===== src/rtl/lcd_pkg.sv =====
// ============================================================================
// Module  : lcd_pkg
// Brief   : Shared types, bit positions and helpers for the HD44780 LCD
//           controller. Optional power-on init: LCD_POWERON_INIT_EN.
// Revision: 1.0 - initial release
// ============================================================================
`default_nettype none

package lcd_pkg;

    typedef enum logic [2:0] {
        ST_IDLE  = 3'd0,
        ST_SETUP = 3'd1,
        ST_PULSE = 3'd2,
        ST_HOLD  = 3'd3,
`ifdef LCD_POWERON_INIT_EN
        ST_EXEC      = 3'd4,
        ST_INIT_WAIT = 3'd5,
        ST_INIT_CMD  = 3'd6
`else
        ST_EXEC  = 3'd4
`endif
    } state_t;

    localparam int ON_BIT    = 31;
    localparam int START_BIT = 10;
    localparam int RS_BIT    = 9;
    localparam int RW_BIT    = 8;
    localparam int DATA_LSB  = 0;
    localparam int DATA_W    = 8;

    // Clear display (0x01) and return home (0x02/0x03) need the long wait.
    function automatic logic is_long_cmd(input logic rs, input logic [7:0] data);
        return !rs && (data == 8'h01 || data == 8'h02 || data == 8'h03);
    endfunction

`ifdef LCD_POWERON_INIT_EN
    localparam int INIT_WAIT_CYC = 750000;
    localparam int INIT_CMD_N    = 4;
    // Byte i holds init command i: 0x38, 0x0C, 0x01, 0x06.
    localparam logic [31:0] INIT_ROM = 32'h06_01_0C_38;

    function automatic logic [7:0] init_cmd(input logic [1:0] idx);
        return INIT_ROM[idx*8 +: 8];
    endfunction
`endif

endpackage

`default_nettype wire


===== src/rtl/lcd_timer.sv =====
// ============================================================================
// Module  : lcd_timer
// Brief   : Loadable down-counter with zero flag; holds at zero.
// Revision: 1.0 - initial release
// ============================================================================
`default_nettype none

module lcd_timer #(
    parameter int               CNT_W   = 17,
    parameter logic [CNT_W-1:0] RST_VAL = '0
) (
    input  logic             clk,
    input  logic             rst_n,
    input  logic             load,
    input  logic [CNT_W-1:0] load_val,
    output logic             zero
);

    logic [CNT_W-1:0] cnt;

    always_ff @(posedge clk or negedge rst_n) begin
        if (!rst_n) begin
            cnt <= RST_VAL;
        end else if (load) begin
            cnt <= load_val;
        end else if (cnt != '0) begin
            cnt <= cnt - 1'b1;
        end
    end

    assign zero = (cnt == '0);

endmodule

`default_nettype wire


===== src/rtl/lcd_ctrl.sv =====
// ============================================================================
// Module  : lcd_ctrl
// Brief   : Turns START toggles in the LSU LCD word into timed HD44780 write
//           cycles. Optional power-on init sequence: LCD_POWERON_INIT_EN.
// Revision: 1.0 - initial release
// ============================================================================
`default_nettype none

module lcd_ctrl
    import lcd_pkg::*;
#(
    parameter int SETUP_CYC     = 2,
    parameter int PULSE_CYC     = 12,
    parameter int HOLD_CYC      = 2,
    parameter int EXEC_CYC      = 2000,
    parameter int LONG_EXEC_CYC = 82000,
    parameter int CNT_W         = 17
) (
    input  logic        i_clk,
    input  logic        i_reset,
    input  logic [31:0] i_lcd_reg,
    output logic        o_lcd_on,
    output logic        o_lcd_en,
    output logic        o_lcd_rs,
    output logic        o_lcd_rw,
    output logic [7:0]  o_lcd_data,
    output logic        o_lcd_busy,
    output logic        o_lcd_done
);

`ifdef LCD_POWERON_INIT_EN
    localparam int INIT_TMR_W = $clog2(INIT_WAIT_CYC);
    localparam int TMR_W      = (CNT_W > INIT_TMR_W) ? CNT_W : INIT_TMR_W;
    localparam logic [TMR_W-1:0] TMR_RST = TMR_W'(INIT_WAIT_CYC - 1);
`else
    localparam int TMR_W = CNT_W;
    localparam logic [TMR_W-1:0] TMR_RST = '0;
`endif

    state_t            state;
    logic              start_seen;
    logic              en;
    logic              rs;
    logic [7:0]        data;
    logic              busy;
    logic              done;
    logic              lcd_on;
`ifdef LCD_POWERON_INIT_EN
    logic              in_init;
    logic [2:0]        init_idx;
`endif

    logic              req;
    logic              long_cmd;
    logic              tmr_load;
    logic [TMR_W-1:0]  tmr_val;
    logic              tmr_zero;
    logic              unused_bits;

    assign req         = (i_lcd_reg[START_BIT] != start_seen);
    assign long_cmd    = is_long_cmd(rs, data);
    assign unused_bits = ^{i_lcd_reg[30:11], i_lcd_reg[RW_BIT]};

    // Timer is reloaded on the edge that enters each timed state.
    always_comb begin
        tmr_load = 1'b0;
        tmr_val  = '0;
        case (state)
            ST_IDLE: begin
                if (req) begin
                    tmr_load = 1'b1;
                    tmr_val  = TMR_W'(SETUP_CYC - 1);
                end
            end
            ST_SETUP: begin
                if (tmr_zero) begin
                    tmr_load = 1'b1;
                    tmr_val  = TMR_W'(PULSE_CYC - 1);
                end
            end
            ST_PULSE: begin
                if (tmr_zero) begin
                    tmr_load = 1'b1;
                    tmr_val  = TMR_W'(HOLD_CYC - 1);
                end
            end
            ST_HOLD: begin
                if (tmr_zero) begin
                    tmr_load = 1'b1;
                    tmr_val  = long_cmd ? TMR_W'(LONG_EXEC_CYC - 1) : TMR_W'(EXEC_CYC - 1);
                end
            end
`ifdef LCD_POWERON_INIT_EN
            ST_INIT_CMD: begin
                tmr_load = 1'b1;
                tmr_val  = TMR_W'(SETUP_CYC - 1);
            end
`endif
            default: ;
        endcase
    end

    lcd_timer #(
        .CNT_W   (TMR_W),
        .RST_VAL (TMR_RST)
    ) u_timer (
        .clk      (i_clk),
        .rst_n    (i_reset),
        .load     (tmr_load),
        .load_val (tmr_val),
        .zero     (tmr_zero)
    );

    always_ff @(posedge i_clk or negedge i_reset) begin
        if (!i_reset) begin
            start_seen <= 1'b0;
            en         <= 1'b0;
            rs         <= 1'b0;
            data       <= 8'h00;
            done       <= 1'b0;
            lcd_on     <= 1'b0;
`ifdef LCD_POWERON_INIT_EN
            state      <= ST_INIT_WAIT;
            busy       <= 1'b1;
            in_init    <= 1'b1;
            init_idx   <= 3'd0;
`else
            state      <= ST_IDLE;
            busy       <= 1'b0;
`endif
        end else begin
            lcd_on <= i_lcd_reg[ON_BIT];
            done   <= 1'b0;
            case (state)
                ST_IDLE: begin
                    if (req) begin
                        rs         <= i_lcd_reg[RS_BIT];
                        data       <= i_lcd_reg[DATA_LSB +: DATA_W];
                        start_seen <= i_lcd_reg[START_BIT];
                        busy       <= 1'b1;
                        state      <= ST_SETUP;
                    end
                end
                ST_SETUP: begin
                    if (tmr_zero) begin
                        en    <= 1'b1;
                        state <= ST_PULSE;
                    end
                end
                ST_PULSE: begin
                    if (tmr_zero) begin
                        en    <= 1'b0;
                        state <= ST_HOLD;
                    end
                end
                ST_HOLD: begin
                    if (tmr_zero) begin
                        state <= ST_EXEC;
                    end
                end
                ST_EXEC: begin
                    if (tmr_zero) begin
`ifdef LCD_POWERON_INIT_EN
                        if (in_init && init_idx != 3'(INIT_CMD_N)) begin
                            state <= ST_INIT_CMD;
                        end else if (in_init) begin
                            // Init completion is silent: no done pulse.
                            in_init <= 1'b0;
                            busy    <= 1'b0;
                            state   <= ST_IDLE;
                        end else begin
                            busy  <= 1'b0;
                            done  <= 1'b1;
                            state <= ST_IDLE;
                        end
`else
                        busy  <= 1'b0;
                        done  <= 1'b1;
                        state <= ST_IDLE;
`endif
                    end
                end
`ifdef LCD_POWERON_INIT_EN
                ST_INIT_WAIT: begin
                    if (tmr_zero) begin
                        state <= ST_INIT_CMD;
                    end
                end
                ST_INIT_CMD: begin
                    rs       <= 1'b0;
                    data     <= init_cmd(init_idx[1:0]);
                    init_idx <= init_idx + 3'd1;
                    state    <= ST_SETUP;
                end
`endif
                default: begin
                    state <= ST_IDLE;
                end
            endcase
        end
    end

    assign o_lcd_on   = lcd_on;
    assign o_lcd_en   = en;
    assign o_lcd_rs   = rs;
    assign o_lcd_rw   = 1'b0;
    assign o_lcd_data = data;
    assign o_lcd_busy = busy;
    assign o_lcd_done = done;

endmodule

`default_nettype wire


===== config.mk =====
export PLATFORM = sky130hd
export DESIGN_NAME = lcd_ctrl
export DESIGN_NICKNAME = d
export VERILOG_FILES = /design/src/rtl/lcd_pkg.sv /design/src/rtl/lcd_timer.sv /design/src/rtl/lcd_ctrl.sv
export SDC_FILE = /design/constraint.sdc
export NUM_CORES = 1
export LEC_CHECK = 0
export CAP_MARGIN = 20
export CORE_UTILIZATION = 35
export CTS_BUF_LIST = sky130_fd_sc_hd__clkbuf_16
export DETAILED_ROUTE_END_ITERATION = 12
export GPL_TIMING_DRIVEN = 0
export PLACE_DENSITY = 0.68
export SLEW_MARGIN = 5
export SYNTH_ARGS = -nofsm -noshare
export SYNTH_HDL_FRONTEND = slang
export SYNTH_HIERARCHICAL = 1
export SYNTH_SLANG_ARGS = --single-unit

===== constraint.sdc =====
create_clock -name i_clk -period 6.22 [get_ports i_clk]
set_input_delay 1.244 -clock i_clk [delete_from_list [all_inputs] [get_ports i_clk]]
set_output_delay 1.244 -clock i_clk [all_outputs]
set_load 0.02 [all_outputs]

==> Implementation_results.wiki <==
{| class="wikitable"
! Metric !! Value
|-
| Wire length of the first global-routing pass || approximately 6200 um
|-
| Leading register cell type out of synthesis || sky130_fd_sc_hd__dfrtp_1
|-
| Internal || approximately 0.62 mW
|-
| Top layer used by detailed routing || met4
|-
| Max Clock Skew || around 3.5 ps
|-
| Share of async-settable or async-resettable flops after synthesis || 100%
|-
| Number of flops mapped to enable cells by yosys || 0
|-
| Multi-input logic area || roughly 900 um^2
|-
| Total track usage || 15.5%
|-
| Vertical die dimension || between 70 and 80 um
|-
| Proportion of power drawn by flip-flops and latches || between 40 and 50%
|-
| Total of fill cells in the finished design || 464
|-
| Area Overhead vs Synth || 27.3%
|-
| Detailed route wirelength on metal2 || 1720 um
|-
| H-tree levels || 2
|-
| Switching Fraction || between 30% and 40%
|-
| Top library cells by usage in the layout, fill and taps aside || sky130_fd_sc_hd__dfrtp_1, sky130_fd_sc_hd__clkdlybuf4s50_1, sky130_fd_sc_hd__nand2_1
|-
| DR WL/cell || roughly 13 um
|-
| Critical path launch point type || register
|-
| Number of I/O port buffers || 25
|-
| Total length of routed met3 wires || about 84 um
|-
| Switching power summed over all nets || 0.328 mW
|-
| Detailed-route vias per instance || slightly below 5
|-
| ANT nets after route || 0
|-
| GR Overflow Total || 0
|-
| Combinational share of power || between 30% and 40%
|-
| Post_cts resized || 0
|-
| Mapped cell area || approximately 0.0018 mm^2
|-
| Number of DRC markers after the initial detailed-route iteration || between 100 and 150
|-
| Sink count of the clock tree || 34
|-
| Number of antenna violations at the first check in global routing || 0
|-
| Period Utilization, post-route || 57.9%
|-
| Die area || 0.00542 mm^2
|-
| Critical path endpoint category || register
|-
| Most common library cell in the layout ignoring fill and taps || sky130_fd_sc_hd__dfrtp_1
|-
| Post-CTS setup buffers || 0
|-
| Arrival time reported for the critical path endpoint || around 3700 ps
|-
| Max-capacitance violation count || 0
|-
| Accumulated negative setup slack || 0 ps
|-
| Final Total Pwr || ~0.95 mW
|-
| Worst skew pair latency || 280 ps
|-
| Max Fclk || between 200 and 300 MHz
|-
| Post-layout min period || 3600 ps
|-
| Yosys warning count || 6
|-
| Dominant cell type by area after synthesis || sky130_fd_sc_hd__dfrtp_1
|-
| Highest fanout seen on the critical path || 16
|-
| Power per cell area || approximately 420 mW/mm^2
|-
| Distinct cell type count of the synthesized netlist || 45
|-
| Length of routed wiring on met1 || around 1700 um
|-
| Vias in the first global route || about 1,300
|-
| CTS buffer count || 5
|-
| Final Max Tran Viols || 0
|-
| Post-synthesis share of cell area spent on full adders, half adders and majority gates || less than 1%
|-
| Worst Path Class, Setup || register to register
|-
| Compound-cell area share of the yosys netlist || between 10% and 20%
|-
| Hold-fix buffers at CTS || 0
|-
| Hold WC Path Type || register to register
|-
| Area of the core region || 0.00482 mm^2
|-
| Top cells by area in the synthesized netlist || sky130_fd_sc_hd__dfrtp_1, sky130_fd_sc_hd__o31ai_1, sky130_fd_sc_hd__mux2_4, sky130_fd_sc_hd__nand2_1, sky130_fd_sc_hd__xnor2_1
|-
| Ratio of cells with drive above 1 in the final layout || approximately 14%
|-
| Detailed-router iteration count before antenna repair || 4
|-
| Share of the synthesized area in the top cell type || 47.4%
|-
| DR vias || ~1,300
|-
| Unrepaired setup endpoints after global routing || no
|-
| Register area || 851 um^2
|-
| Slew at the pin closest to its max-slew limit || between 700 and 800 ps
|-
| Estimated wirelength of the detail-placed design || about 2600 um
|-
| Leakage power summed over all cells || roughly 0.94 nW
|-
| Reg2Reg Depth || 11
|-
| Post-synthesis sequential element count || 34
|-
| Maximum number of pins on one net before global-route repair || 35
|-
| Cells after synthesis || approximately 170
|-
| Count of final hold-check violations || 0
|-
| Hold Slack || ~530 ps
|-
| Routed wire length || ~3600 um
|-
| Cell chosen for the clock root || sky130_fd_sc_hd__clkbuf_16
|-
| Post-synthesis sequential area ratio || between 40 and 50%
|-
| I/O pin total || 48
|-
| Placement row count || 25
|-
| Normalized max-slew margin || between 40% and 50%
|-
| Worst vdd rail ir drop || 0.000213 V
|-
| DRC errors left || 0
|-
| Starting density of the core || ~37%
|-
| Mux contribution to synthesized area || between 7 and 8%
|-
| Clk pin slew, worst setup/hold paths || 50 ps
|-
| Setup Slack @ Placement || 2700 ps
|-
| Routability congestion estimate from global placement || about 0.79
|-
| Status || finished, final reports clean
|-
| Part of the total power dissipated in the clock network || ~24%
|-
| Xor and xnor fraction of the mapped netlist area || 6.35%
|-
| Antenna diodes || 0
|-
| Basic-gate share of the synthesized area counting and, or, nand and nor cells || between 20% and 30%
|-
| Fin nets || approximately 240
|-
| Die W || approximately 74 um
|-
| Largest buffer count on any clock path || 2
|-
| Clock tree from TritonCTS || yes
|-
| Setup ws final || approximately 2600 ps
|-
| Synth Area per Inst || about 11 um^2
|-
| Final count of negative-setup-slack endpoints || 0
|-
| Number of cells on the worst hold path || 1
|-
| Largest family of logic cells by synthesized area || simple AND/OR/NAND/NOR gates
|-
| Required arrival time at the worst endpoint || roughly 6400 ps
|}
[power groups by stage]
stage | sequential (mW) | clock, mW | combinational [mW]
floorplan | 0.399 | 0 | 0.214
global placement | 0.386 | 0 | 0.334
detailed placement | 0.387 | 0 | 0.341
CTS | 0.384 | 0.236 | 0.343
global route | 0.397 | 0.242 | 0.378
finish | 0.384 | 0.229 | 0.339
[synth_stat cells, types with 3 or more instances]
library cell               count
sky130_fd_sc_hd__a21boi_0      3
sky130_fd_sc_hd__o21ai_0       6
sky130_fd_sc_hd__clkbuf_1      4
sky130_fd_sc_hd__mux2_2        4
sky130_fd_sc_hd__xnor2_1       8
sky130_fd_sc_hd__nand2_1      20
sky130_fd_sc_hd__nor3_1        5
sky130_fd_sc_hd__dfrtp_1      34
sky130_fd_sc_hd__o31ai_1      13
sky130_fd_sc_hd__nor2_1       10
sky130_fd_sc_hd__xor2_1        5
sky130_fd_sc_hd__mux2_4        6
sky130_fd_sc_hd__inv_1         4
sky130_fd_sc_hd__nand2b_1      5
sky130_fd_sc_hd__nor4_1        5
[final cells by class]
type | count | share of cell area, %
buffer | 8 | 2.19
clock buffer | 5 | 5.48
clock inverter | 3 | 0.548
inverter | 4 | 0.658
multi-input combinational | 129 | 39.5
sequential | 34 | 37.3
tap | 67 | 3.67
timing repair buffer | 25 | 10.7
[path summary, 6_finish.rpt]
check,from,to,slack (ps)
max,u_timer/cnt[0],u_timer/cnt[11],2620
min,start_seen,start_seen,530
max reg2reg,u_timer/cnt[0],u_timer/cnt[11],2620
min reg2reg,start_seen,start_seen,530
max in group asynchronous,i_reset,state[0],4720
min in group asynchronous,i_reset,u_timer/cnt[12],1030
[worst max-delay path: stages (launching register included)]
cell	delay (ps)
sky130_fd_sc_hd__dfrtp_1	380
sky130_fd_sc_hd__inv_1	100
sky130_fd_sc_hd__ha_1	240
sky130_fd_sc_hd__nor4b_1	650
sky130_fd_sc_hd__nand2b_1	210
sky130_fd_sc_hd__nor3_2	270
sky130_fd_sc_hd__buf_2	370
sky130_fd_sc_hd__nand2b_1	130
sky130_fd_sc_hd__o21ai_0	170
sky130_fd_sc_hd__clkbuf_1	340
sky130_fd_sc_hd__clkbuf_1	440
sky130_fd_sc_hd__o31ai_1	160
[routing by layer]
metal | vias to the layer above | track usage [%]
met5 | - | 0
met4 | 0 | 7.05
met3 | 7 | 3.29
met2 | 19 | 24.3
met1 | 643 | 20.6
li1 | 679 | -
[cell families (layout without fill, tap and decap cells)]
kind of cell / Yosys count / in the layout
AO/OA/AOI/OAI: 33 / 33
XOR/XNOR: 13 / 13
adder cells (fa/ha/maj): 1 / 1
buffers and inverters: 12 / 45
flip-flops: 34 / 34
multiplexers: 10 / 10
other: 1 / 7
AND/OR/NAND/NOR: 65 / 65
[stage by stage]
step | util, % | cells | instance area, um^2
after global placement | 44.6 | 267 | 2150
after detailed placement | 44.5 | 267 | 2150
after floorplan | - | 175 | 1820
after CTS | 47.4 | 275 | 2280
final | 47.4 | 275 | 2280
after global routing | 47.4 | 275 | 2280
[sequential cells by signal, indices dropped and copies added, names as in the netlist]
register     cells
state            3
o_lcd_data       8
start_seen       1
o_lcd_busy       1
u_timer/cnt     17
o_lcd_on         1
o_lcd_en         1
o_lcd_done       1
o_lcd_rs         1
No activity file was read; power rests on OpenSTA's default activity.
